## config.mk

```make
export PLATFORM = sky130hd
export DESIGN_NAME = decimal_countdown_timer
export DESIGN_NICKNAME = d
export VERILOG_FILES = /design/src/rtl/decimal_countdown_timer.sv
export SDC_FILE = /design/constraint.sdc
export NUM_CORES = 1
export LEC_CHECK = 0
export BUFFER_PORTS_ARGS = -buffer_cell sky130_fd_sc_hd__buf_2
export CORE_AREA = 2 2 96 98
export DETAILED_ROUTE_END_ITERATION = 6
export DIE_AREA = 0 0 98 100
export GPL_ROUTABILITY_DRIVEN = 0
export MAX_ROUTING_LAYER = met4
export SYNTH_ARGS = -nofsm -noshare
export SYNTH_HDL_FRONTEND = slang
export SYNTH_SLANG_ARGS = --single-unit
```

## constraint.sdc

```tcl
create_clock -name clock -period 2.5 [get_ports clock]
set_input_delay 0 -clock clock [delete_from_list [all_inputs] [get_ports clock]]
set_output_delay 0 -clock clock [all_outputs]
set_load 0.02 [all_outputs]
```

## src/rtl/decimal_countdown_timer.sv

```systemverilog
// Two-digit BCD countdown timer with a prescaled decrement tick.
// Supports load, start, pause and resume, and signals expiry at 00.
module decimal_countdown_timer #(
    parameter int TICK_DIV = 50000000,
    parameter int CNT_W    = 26
) (
    input  logic       clock,
    input  logic       reset,
    input  logic       load,
    input  logic [3:0] load_tens,
    input  logic [3:0] load_ones,
    input  logic       start,
    input  logic       pause,
    output logic [3:0] out_ones,
    output logic [3:0] out_tens,
    output logic       running,
    output logic       expired,
    output logic       done
);

    typedef enum logic [1:0] {
        IDLE,
        RUN,
        PAUSED,
        EXPIRED
    } state_t;

    localparam logic [CNT_W-1:0] TERM = CNT_W'(TICK_DIV - 1);

    state_t           state_q;
    logic [3:0]       ones_q;
    logic [3:0]       tens_q;
    logic [3:0]       ones_d;
    logic [3:0]       tens_d;
    logic [CNT_W-1:0] presc_q;
    logic             running_q;
    logic             expired_q;
    logic             done_q;
    logic             tick;
    logic             is_zero;
    logic             dec_zero;

    function automatic logic [3:0] clamp9(input logic [3:0] v);
        return (v > 4'd9) ? 4'd9 : v;
    endfunction

    assign tick    = (state_q == RUN) && (presc_q == TERM);
    assign is_zero = (tens_q == 4'd0) && (ones_q == 4'd0);

    // Decrement with borrow; saturates at 00 so digits never wrap.
    always_comb begin
        ones_d = ones_q;
        tens_d = tens_q;
        if (ones_q != 4'd0) begin
            ones_d = ones_q - 4'd1;
        end else if (tens_q != 4'd0) begin
            ones_d = 4'd9;
            tens_d = tens_q - 4'd1;
        end
        dec_zero = (tens_d == 4'd0) && (ones_d == 4'd0);
    end

    always_ff @(posedge clock) begin
        if (reset) begin
            state_q   <= IDLE;
            ones_q    <= 4'd0;
            tens_q    <= 4'd0;
            presc_q   <= '0;
            running_q <= 1'b0;
            expired_q <= 1'b0;
            done_q    <= 1'b0;
        end else if (load) begin
            state_q   <= IDLE;
            ones_q    <= clamp9(load_ones);
            tens_q    <= clamp9(load_tens);
            presc_q   <= '0;
            running_q <= 1'b0;
            expired_q <= 1'b0;
            done_q    <= 1'b0;
        end else begin
            done_q <= 1'b0;
            unique case (state_q)
                IDLE: begin
                    presc_q <= '0;
                    if (start && is_zero) begin
                        state_q   <= EXPIRED;
                        expired_q <= 1'b1;
                        done_q    <= 1'b1;
                    end else if (start) begin
                        state_q   <= RUN;
                        running_q <= 1'b1;
                    end
                end
                RUN: begin
                    if (tick) begin
                        presc_q <= '0;
                        ones_q  <= ones_d;
                        tens_q  <= tens_d;
                    end else begin
                        presc_q <= presc_q + 1'b1;
                    end
                    // Expiry on a tick outranks a coincident pause.
                    if (tick && dec_zero) begin
                        state_q   <= EXPIRED;
                        running_q <= 1'b0;
                        expired_q <= 1'b1;
                        done_q    <= 1'b1;
                    end else if (pause) begin
                        state_q   <= PAUSED;
                        running_q <= 1'b0;
                    end
                end
                PAUSED: begin
                    if (start) begin
                        state_q   <= RUN;
                        running_q <= 1'b1;
                    end
                end
                EXPIRED: begin
                    presc_q <= '0;
                    ones_q  <= 4'd0;
                    tens_q  <= 4'd0;
                end
                default: begin
                    state_q   <= IDLE;
                    presc_q   <= '0;
                    running_q <= 1'b0;
                    expired_q <= 1'b0;
                end
            endcase
        end
    end

    assign out_ones = ones_q;
    assign out_tens = tens_q;
    assign running  = running_q;
    assign expired  = expired_q;
    assign done     = done_q;

endmodule

```

* Word-level counts from Yosys, hierarchy flattened
Cells that the tools add are included.
Word-level totals: bits of input ports 13, flip-flop bits (word level) 39
Operators by class: eq/ne operators 9, multiplexer cells 30, reductions and logical operators 22, add/subtract/negate cells 3, magnitude comparators 2
Operators with widths (number):
- 26-bit case mux with 2 select lines | 1
- 4-bit 2-to-1 mux | 10
- 26-bit by 1-bit adder with 26-bit output (second input constant) | 1
- 26-bit equality test (second input constant) | 1
- 26-bit 2-to-1 mux | 1
- 4-bit zero test | 4
- 4-bit case mux with 2 select lines | 2
- 4-bit greater-than comparator (second input constant) | 2
- 1-bit 2-to-1 mux | 8
- 2-bit 2-to-1 mux | 4
- 4-bit nonzero test | 2
- 4-bit by 1-bit subtractor with 4-bit output (second input constant) | 2
- 2-bit case mux with 3 select lines | 1
- 3-bit AND reduction | 2
- 3-bit nonzero test | 2
- 1-bit logical AND | 5
- 2-bit equality test (second input constant) | 2
- 2-bit inequality test (second input constant) | 2
- 1-bit case mux with 2 select lines | 2
- 2-bit AND reduction | 2
- 2-bit nonzero test | 2
- 2-bit OR reduction | 2
- 3-bit by 2-bit inequality test with 1-bit output (second input constant) | 1
- 3-bit inequality test (second input constant) | 1
- other kinds (4) | 4

* Longest topological paths before layout
Gate-level depths: netlist (run 1).
depth in word-level cells 8, gate-level depth with buffers 9, mapped depth without buffers 8

* Least setup slack after synthesis (run 1)
Ideal clock, no wire load.
path type reg2reg, from register ones_q[0] (netlist: out_ones[0]), to register state_q[0], slack 0.265 ns, period minus slack after synthesis 2.235 ns, stages on the path, launching flop included 10, buffers on the path 1, arrival 2.104 ns, cells stage by stage dfxtp_1 inv_1 ha_1 or3b_1 buf_2 o21ai_2 o31ai_2 and3_1 a2111oi_2 a211oi_1
Between the ends: cells in the longest elaborated chain, start to end 7, elaborated cells between the ends (all ways) 17
Ends and longest elaborated chain:
- start: declaration | line 31 | logic [3:0] ones_q;
- start signal: assignment | line 74 | ones_q <= clamp9(load_ones);
- start signal: assignment | line 97 | ones_q <= ones_d;
- 4-bit by 1-bit subtractor with 4-bit output (tied with other cells) | line 55 | ones_d = ones_q - 4'd1;
- 4-bit 2-to-1 mux | line 54 | if (ones_q != 4'd0) begin
- 4-bit zero test | line 60 | dec_zero = (tens_d == 4'd0) && (ones_d == 4'd0);
- 1-bit logical AND | line 60
- 1-bit logical AND | line 103 | if (tick && dec_zero) begin
- 2-bit 2-to-1 mux or 3-bit by 2-bit inequality test with 1-bit output (tied branches)
- 2-bit case mux with 3 select lines or 2-bit AND reduction (tied branches)
- end signal: assignment | line 65 | state_q <= IDLE;
- end signal: assignment | line 86 | state_q <= EXPIRED;
- end signal: assignment | line 104 | state_q <= EXPIRED;
- end: declaration | line 30 | state_t state_q;
Several ways; a longest one is shown, not always the timed one. A chain may end at the register's enable or synchronous reset.

* Final worst setup path (run 1)
from register tens_q[1] (netlist: out_tens[1]), to register state_q[1]
Between the ends: cells in the longest elaborated chain, start to end 8, elaborated cells between the ends (all ways) 18
Ends and longest elaborated chain:
- start: declaration | line 32 | logic [3:0] tens_q;
- start signal: assignment | line 75 | tens_q <= clamp9(load_tens);
- start signal: assignment | line 98 | tens_q <= tens_d;
- 4-bit by 1-bit subtractor with 4-bit output or 4-bit nonzero test (tied branches) | line 58, 56
- 4-bit 2-to-1 mux | line 56 | end else if (tens_q != 4'd0) begin
- 4-bit 2-to-1 mux | line 54
- 4-bit zero test | line 60
- 1-bit logical AND | line 60
- 1-bit logical AND | line 103
- 2-bit 2-to-1 mux or 3-bit by 2-bit inequality test with 1-bit output (tied branches)
- 2-bit case mux with 3 select lines or 2-bit AND reduction (tied branches)
Several ways; a longest one is shown, not always the timed one.

==> impl_results.md, run 1 <==
- Rel. slew slack: 0.6665
- Area of placed instances: 2718 um^2
- Skew-Pair Late Insertion Delay: around 0.30 ns
- Design Area, Final: 2856 um^2
- Postcts setup bufs: 0
- DR pass1 iterations: 4
- DP Worst Slack: 0.1794 ns
- LEAKAGE: about 0.98 nW
- Fin nets: 348
- ANT nets after route: 0
- Clock Sinks: 39
- Commonest non-fill, non-tap cell in the layout: dfxtp_1
- First-pass GRT wire length: 10600 um
- Maximum VDD drop: approximately 0.0003 V
- CP startpoint kind: flop
- Data required, critical path: 2.69 ns
- Share of layout cells above drive strength 1: 0.2104
- WL/cell: 13.89 um
- Root buffer cell: clkbuf_8
- Top cells by area, synth: dfxtp_1 32%, nor2_1 5.8%, nand3_1 4.5%, ha_1 4.1%, nand2_1 3.8%
- Period minus WS final: 2.363 ns
- Post-synth top area cell: dfxtp_1
- Via count: 2274
- Fillers: 940
- Fin crit share: 0.9453
- Post-Syn Instances: 299
- Total core area: 8890 um^2
- Die Area: 9800 um^2
- Reg2reg path depth: 8
- FMAX: 0.4231 GHz
- Vias in the first global route: 2232
- Worst min path class: primary input to flop
- Worst-Margin Slew: 0.4965 ns
- RSZ-0062 raised after global routing: no
- Kind of critical path: flop to flop
- Die Y-Extent: 100 um
- Synth Warn #: 0
- Cell Area, Synth: 2460 um^2
- Drt via density: 5.180
- Max-Cap Viols: 0
- Critical path arrival: 2.55 ns
- Multi-input logic area: 1585 um^2
- Die W: 98 um
- H-tree levels: 2
- CP endpoint: state_q[1]
- Antenna diodes: 0
- GRT Total Usage: 0.1344
- Outcome: finished, final reports clean
- Area Growth Syn to Fin: 16.12%
- Post-synth ARST share: 0
- Worst Setup SP: out_tens[1]
- CTS tree: done
- Initial antenna violation count: 0
- Power per cell area: 523.6 nW/um^2
- Ports: 24
- # DRC: 0
- Fin. Hold Viols: 0
- Number of flops mapped to enable cells by yosys: 0
- Final HPWL DP: roughly 4600 um
- CTS Buf Count: 5
- Most frequent cells in the layout: 39 x dfxtp_1, 38 x nor2_1, 25 x nand2_1
- Post-synth top flop: dfxtp_1
- Seq/Total Area, Yosys: 0.3174
- Clock Skews: 0.005073 ns
- Post-route setup TNS: 0 ns
- Power after layout: 1.496 mW
- RR Endpoint: state_q[1]
- Worst-path clk slew: around 0.08 ns
- Worst-path fanout max: 7
- Post-Syn Nets: between 300 and 400
- Worst Setup End Kind: flop
- Synth top area share: 0.3174
- Cell Rows: 35
- Grt ovf: 0
- Setup ws final: between 0.1 and 0.15 ns
- Syn Area/Cell: 8.227 um^2
- Initial Util: 0.2767
- Final WL: between 6000 and 7000 um
- R2r setup slk: roughly 0.14 ns
- Seq. cell area: 780.7 um^2
- Buffer depth of the longest clock path: 2
- Starting DRT DRC Count: a little over 70
- Buffers on Ports: 23
- R2r startpoint: out_tens[1]
- Pin count of the biggest net entering global routing: 17
- Seq cells post-synth: 39
- Slew Limit Fails: 0
- Yosys cell types: 69
- Final Setup Violations: 0
## through the flow
stage,util,hold slack [ns],cells
final,0.3213,0.002637,439
after global routing,0.3213,0.01166,439
after CTS,0.3201,0.0009582,439
after detailed placement,0.3057,0.3196,430
after global placement,0.3057,0.3174,430
after floorplan,-,0.1746,299
## cell usage after synthesis, types with 2 or more instances
cell type and count:
dfxtp_1 39, nor2_1 38, nand2_1 25, nand3_1 22, inv_1 13, a21oi_1 11, o21ai_0 10, xor2_1 10
nand4_1 9, ha_1 8, a211oi_1 7, nor3_1 6, a31oi_1 5, clkbuf_1 5, xnor2_1 5, and3_1 4
and4_1 4, nor4_1 4, o311ai_0 4, or2_2 4, a22oi_1 3, and2_1 3, buf_2 3, mux2i_1 3
nor2b_1 3, a311oi_2 2, nand2b_1 2, nor3b_2 2, nor4b_2 2, o211ai_1 2, o21ai_1 2, o21ai_2 2
## kinds of logic (layout without fill, tap and decap cells)
logic type | Yosys count | in the layout | synth area share
AND/OR/NAND/NOR | 146 | 146 | 0.3352
adder cells (fa/ha/maj) | 8 | 8 | 0.04069
multiplexers | 4 | 4 | 0.01679
flip-flops | 39 | 39 | 0.3174
buffers and inverters | 24 | 53 | 0.04273
AO/OA/AOI/OAI | 63 | 63 | 0.1938
XOR/XNOR | 15 | 15 | 0.05341
## layout make-up
cell class | instances | share of cell area
clock inverter | 2 | 0.01226
inverter | 13 | 0.01708
clock buffer | 6 | 0.02891
tap | 111 | 0.04862
multi-input combinational | 236 | 0.5550
timing repair buffer | 32 | 0.06483
sequential | 39 | 0.2733
## worst min-delay path by stage
| stage | startpoint | end | slack, ns | depth (start not counted) |
|---|---|---|---|---|
| finish | reset | out_tens[1] | 0.003 | 2 |
| global route | reset | out_tens[1] | 0.01 | 2 |
| CTS | reset | out_tens[1] | 0.001 | 2 |
| detailed placement | load_tens[1] | out_tens[1] | 0.32 | 3 |
| global placement | load_tens[1] | out_tens[1] | 0.32 | 3 |
| floorplan | pause | running | 0.17 | 2 |
## state kept, by name, indices dropped and copies added, names as in the netlist
register,flops
running,1
done,1
presc_q,26
out_tens,4
state_q,2
expired,1
out_ones,4
## repair_timing
item / CTS / global route
endpoints found under the setup margin: 0 / 2
gates resized for setup: 0 / 3
hold buffers: 1 / 0
hold endpoints to repair: 1 / 0
## power breakdown
part / total (mW) / leakage [nW] / switching, mW / internal, mW
registers: 0.664 / 0.316 / 0.0278 / 0.636
logic: 0.268 / 0.606 / 0.158 / 0.110
clock network: 0.564 / 0.0612 / 0.241 / 0.323
total: 1.50 / 0.984 / 0.427 / 1.07
## metal layers
layer | GRT usage | routed length (um) | up-vias
met1 | 0.1609 | 2820 | 1050
met3 | 0.03273 | 276 | 3
met4 | 0.02885 | 36 | 0
li1 | - | - | 1157
met2 | 0.2308 | 2965 | 64
met5 | - | 0 | -
## critical path, cell delays in order (launching register included)
cell      delay (ns)
dfxtp_1         0.39
inv_1           0.13
ha_2            0.22
or3b_2          0.50
nand3_1         0.17
a311oi_2        0.13
a311o_1         0.42
a21oi_1         0.21
a211oi_1        0.07
Note: power is estimated with default switching activity, not from simulation.
==> run 2, diff against run 1 <==
--- a/config.mk
+++ b/config.mk
@@ -6,9 +6,9 @@
 export NUM_CORES = 1
 export LEC_CHECK = 0
 export BUFFER_PORTS_ARGS = -buffer_cell sky130_fd_sc_hd__buf_2
-export CORE_AREA = 2 2 96 98
+export CORE_AREA = 2 2 79 118
 export DETAILED_ROUTE_END_ITERATION = 6
-export DIE_AREA = 0 0 98 100
+export DIE_AREA = 0 0 81 120
 export GPL_ROUTABILITY_DRIVEN = 0
 export MAX_ROUTING_LAYER = met4
 export SYNTH_ARGS = -nofsm -noshare
==> run 2 against run 1 <==
Final cell count decreased by 0.46%. Power rose by 17%. Non-clock buffer count shrank 1. Sequential share of layout area fell by 0.51 points. Hold slack improved by 0.032 ns. Clock skew down 0.0014 ns. Register-to-register slack improved by 0.095 ns.
==> impl_results.md, run 2 (same netlist as run 1, synthesis figures left out) <==
- Root buffer cell: clkbuf_16 (was clkbuf_8)
- Final HPWL DP: 4832 um (was 4598 um)
- # hold bufs at CTS: 0 (was 1)
- Final WL: 6165 um (was 6098 um)
- CP startpoint kind: flop (unchanged)
- Final Util: 0.3336 (was 0.3213)
- Power per cell area: 603.1 nW/um^2 (was 523.6 nW/um^2)
- Starting DRT DRC Count: 142 (was 72)
- Commonest non-fill, non-tap cell in the layout: dfxtp_1 (unchanged)
- Worst min path class: primary input to flop (unchanged)
- Max reg flops: 26 (unchanged)
- First-pass GRT wire length: 10470 um (was 10600 um)
- H-tree levels: 2 (unchanged)
- Skew-Pair Late Insertion Delay: 0.28 ns (was 0.30 ns)
- Ports: 24 (unchanged)
- Reg with most FFs: presc_q (unchanged)
- CP top delay family: compound AO/OA/AOI/OAI gates (unchanged)
- Cell Rows: 42 (was 35)
- Via count: 2316 (was 2274)
- Pin count of the biggest net entering global routing: 14 (was 17)
- Antenna diodes: 0 (unchanged)
- # DRC: 0 (unchanged)
- Final Setup Violations: 0 (unchanged)
- Hold Slack: 0.03433 ns (was 0.002637 ns)
- Clock Sinks: 39 (unchanged)
- Worst-path clk slew: 0.06 ns (was 0.08 ns)
- R2r startpoint: out_tens[1] (unchanged)
- Share of layout cells above drive strength 1: 0.2080 (was 0.2104)
- FMAX: 0.4409 GHz (was 0.4231 GHz)
- Worst Setup End Kind: flop (unchanged)
- Drt via density: 5.300 (was 5.180)
- Crit path largest cell delay: 0.50 ns (about the same)
- Die Area: 9720 um^2 (was 9800 um^2)
- Worst Setup SP: out_tens[1] (unchanged)
- Area Growth Syn to Fin: 18.31% (was 16.12%)
- CTS Buf Count: 5 (unchanged)
- R2r setup slk: 0.23 ns (was 0.14 ns)
- WL/cell: 14.11 um (was 13.89 um)
- Max-Cap Viols: 0 (unchanged)
- LEAKAGE: 1.009 nW (was 0.9835 nW)
- Vias in the first global route: 2332 (was 2232)
- Outcome: finished, final reports clean (unchanged)
- Worst-path fanout max: 7 (unchanged)
- Initial Util: 0.2820 (was 0.2767)
- Post-route setup TNS: 0 ns (unchanged)
- Die W: 81 um (was 98 um)
- Period minus WS final: 2.268 ns (was 2.363 ns)
- Initial antenna violation count: 0 (unchanged)
- RSZ-0062 raised after global routing: no (unchanged)
- Critical path arrival: 2.43 ns (was 2.55 ns)
- Buffer depth of the longest clock path: 2 (unchanged)
- Die Y-Extent: 120 um (was 100 um)
- CTS tree: done (unchanged)
- Power after layout: 1.755 mW (was 1.496 mW)
- ANT nets after route: 0 (unchanged)
- Kind of critical path: flop to flop (unchanged)
- Critical path buffers and inverters: 1 (unchanged)
- Clock Skews: 0.003633 ns (was 0.005073 ns)
- Maximum VDD drop: 0.0003055 V (was 0.0002953 V)
- Fin. Hold Viols: 0 (unchanged)
- Grt ovf: 0 (unchanged)
- DR pass1 iterations: 4 (unchanged)
- Fin nets: 347 (was 348)
- Postcts setup bufs: 0 (unchanged)
- Worst-path cell chain: inv_1 > ha_1 > or3b_2 > nand3_1 > a311oi_2 > a311o_1 > a21oi_1 > a211oi_1 (was inv_1 > ha_2 > or3b_2 > nand3_1 > a311oi_2 > a311o_1 > a21oi_1 > a211oi_1)
- Slew Limit Fails: 0 (unchanged)
- Buffers on Ports: 23 (unchanged)
- Resize count post-CTS: 0 (unchanged)
- Worst-Margin Slew: 0.5787 ns (was 0.4965 ns)
- Data required, critical path: 2.66 ns (was 2.69 ns)
- Hold Crit Start: load_tens[1] (was reset)
- Fin crit share: 0.9071 (was 0.9453)
- Most frequent cells in the layout: 39 x dfxtp_1, 38 x nor2_1, 25 x nand2_1 (unchanged)
- Fillers: 937 (was 940)
- Rel. slew slack: 0.6107 (was 0.6665)
- Total core area: 8723 um^2 (was 8890 um^2)
- GRT Total Usage: 0.1385 (was 0.1344)
- Slowest cell on the critical path: or3b_2 (unchanged)
-- run 2: through the flow --
stage	std cells	setup WS [ns]	instance area, um^2
CTS	437	0.1551	2905
floorplan	299	0.2654	2460
finish	437	0.2321	2910
detailed placement	429	0.1652	2716
global placement	429	0.2663	2716
global route	437	0.02697	2910
-- run 2: power breakdown --
group,switching (mW),internal (mW)
Sequential,0.0268,0.637
Clock,0.251,0.572
Combinational,0.159,0.109
Total,0.437,1.32
-- run 2: path summary, 6_finish.rpt --
path | cells past startpoint | endpoint
max | 8 | state_q[1]
max reg2reg | 8 | state_q[1]
min | 3 | out_tens[1]
min reg2reg | 2 | expired
-- run 2: final cells by class --
class | instances | area [um^2] | area share
Multi-Input combinational cell | 236 | 1579 | 0.5426
Sequential cell | 39 | 780.7 | 0.2683
Timing Repair Buffer | 31 | 175.2 | 0.06019
Tap cell | 110 | 137.6 | 0.04729
Clock buffer | 6 | 128.9 | 0.04428
Clock inverter | 2 | 60.06 | 0.02064
Inverter | 13 | 48.80 | 0.01677
-- run 2: worst reg2reg max path, delay by kind of cell (launching register included) --
family,cells,cell delay [ns]
AO/OA/AOI/OAI,4,0.75
AND/OR/NAND/NOR,2,0.66
buffers and inverters,1,0.13
adder cells (fa/ha/maj),1,0.24
flip-flops,1,0.38
-- run 2: routing by layer --
| layer | up-vias | part of all wire | track usage |
|---|---|---|---|
| li1 | 1156 | - | - |
| met1 | 1107 | 0.40 | 0.1352 |
| met2 | 45 | 0.56 | 0.2665 |
| met3 | 8 | 0.028 | 0.02782 |
| met4 | 0 | 0.012 | 0.03919 |
| met5 | - | 0 | - |
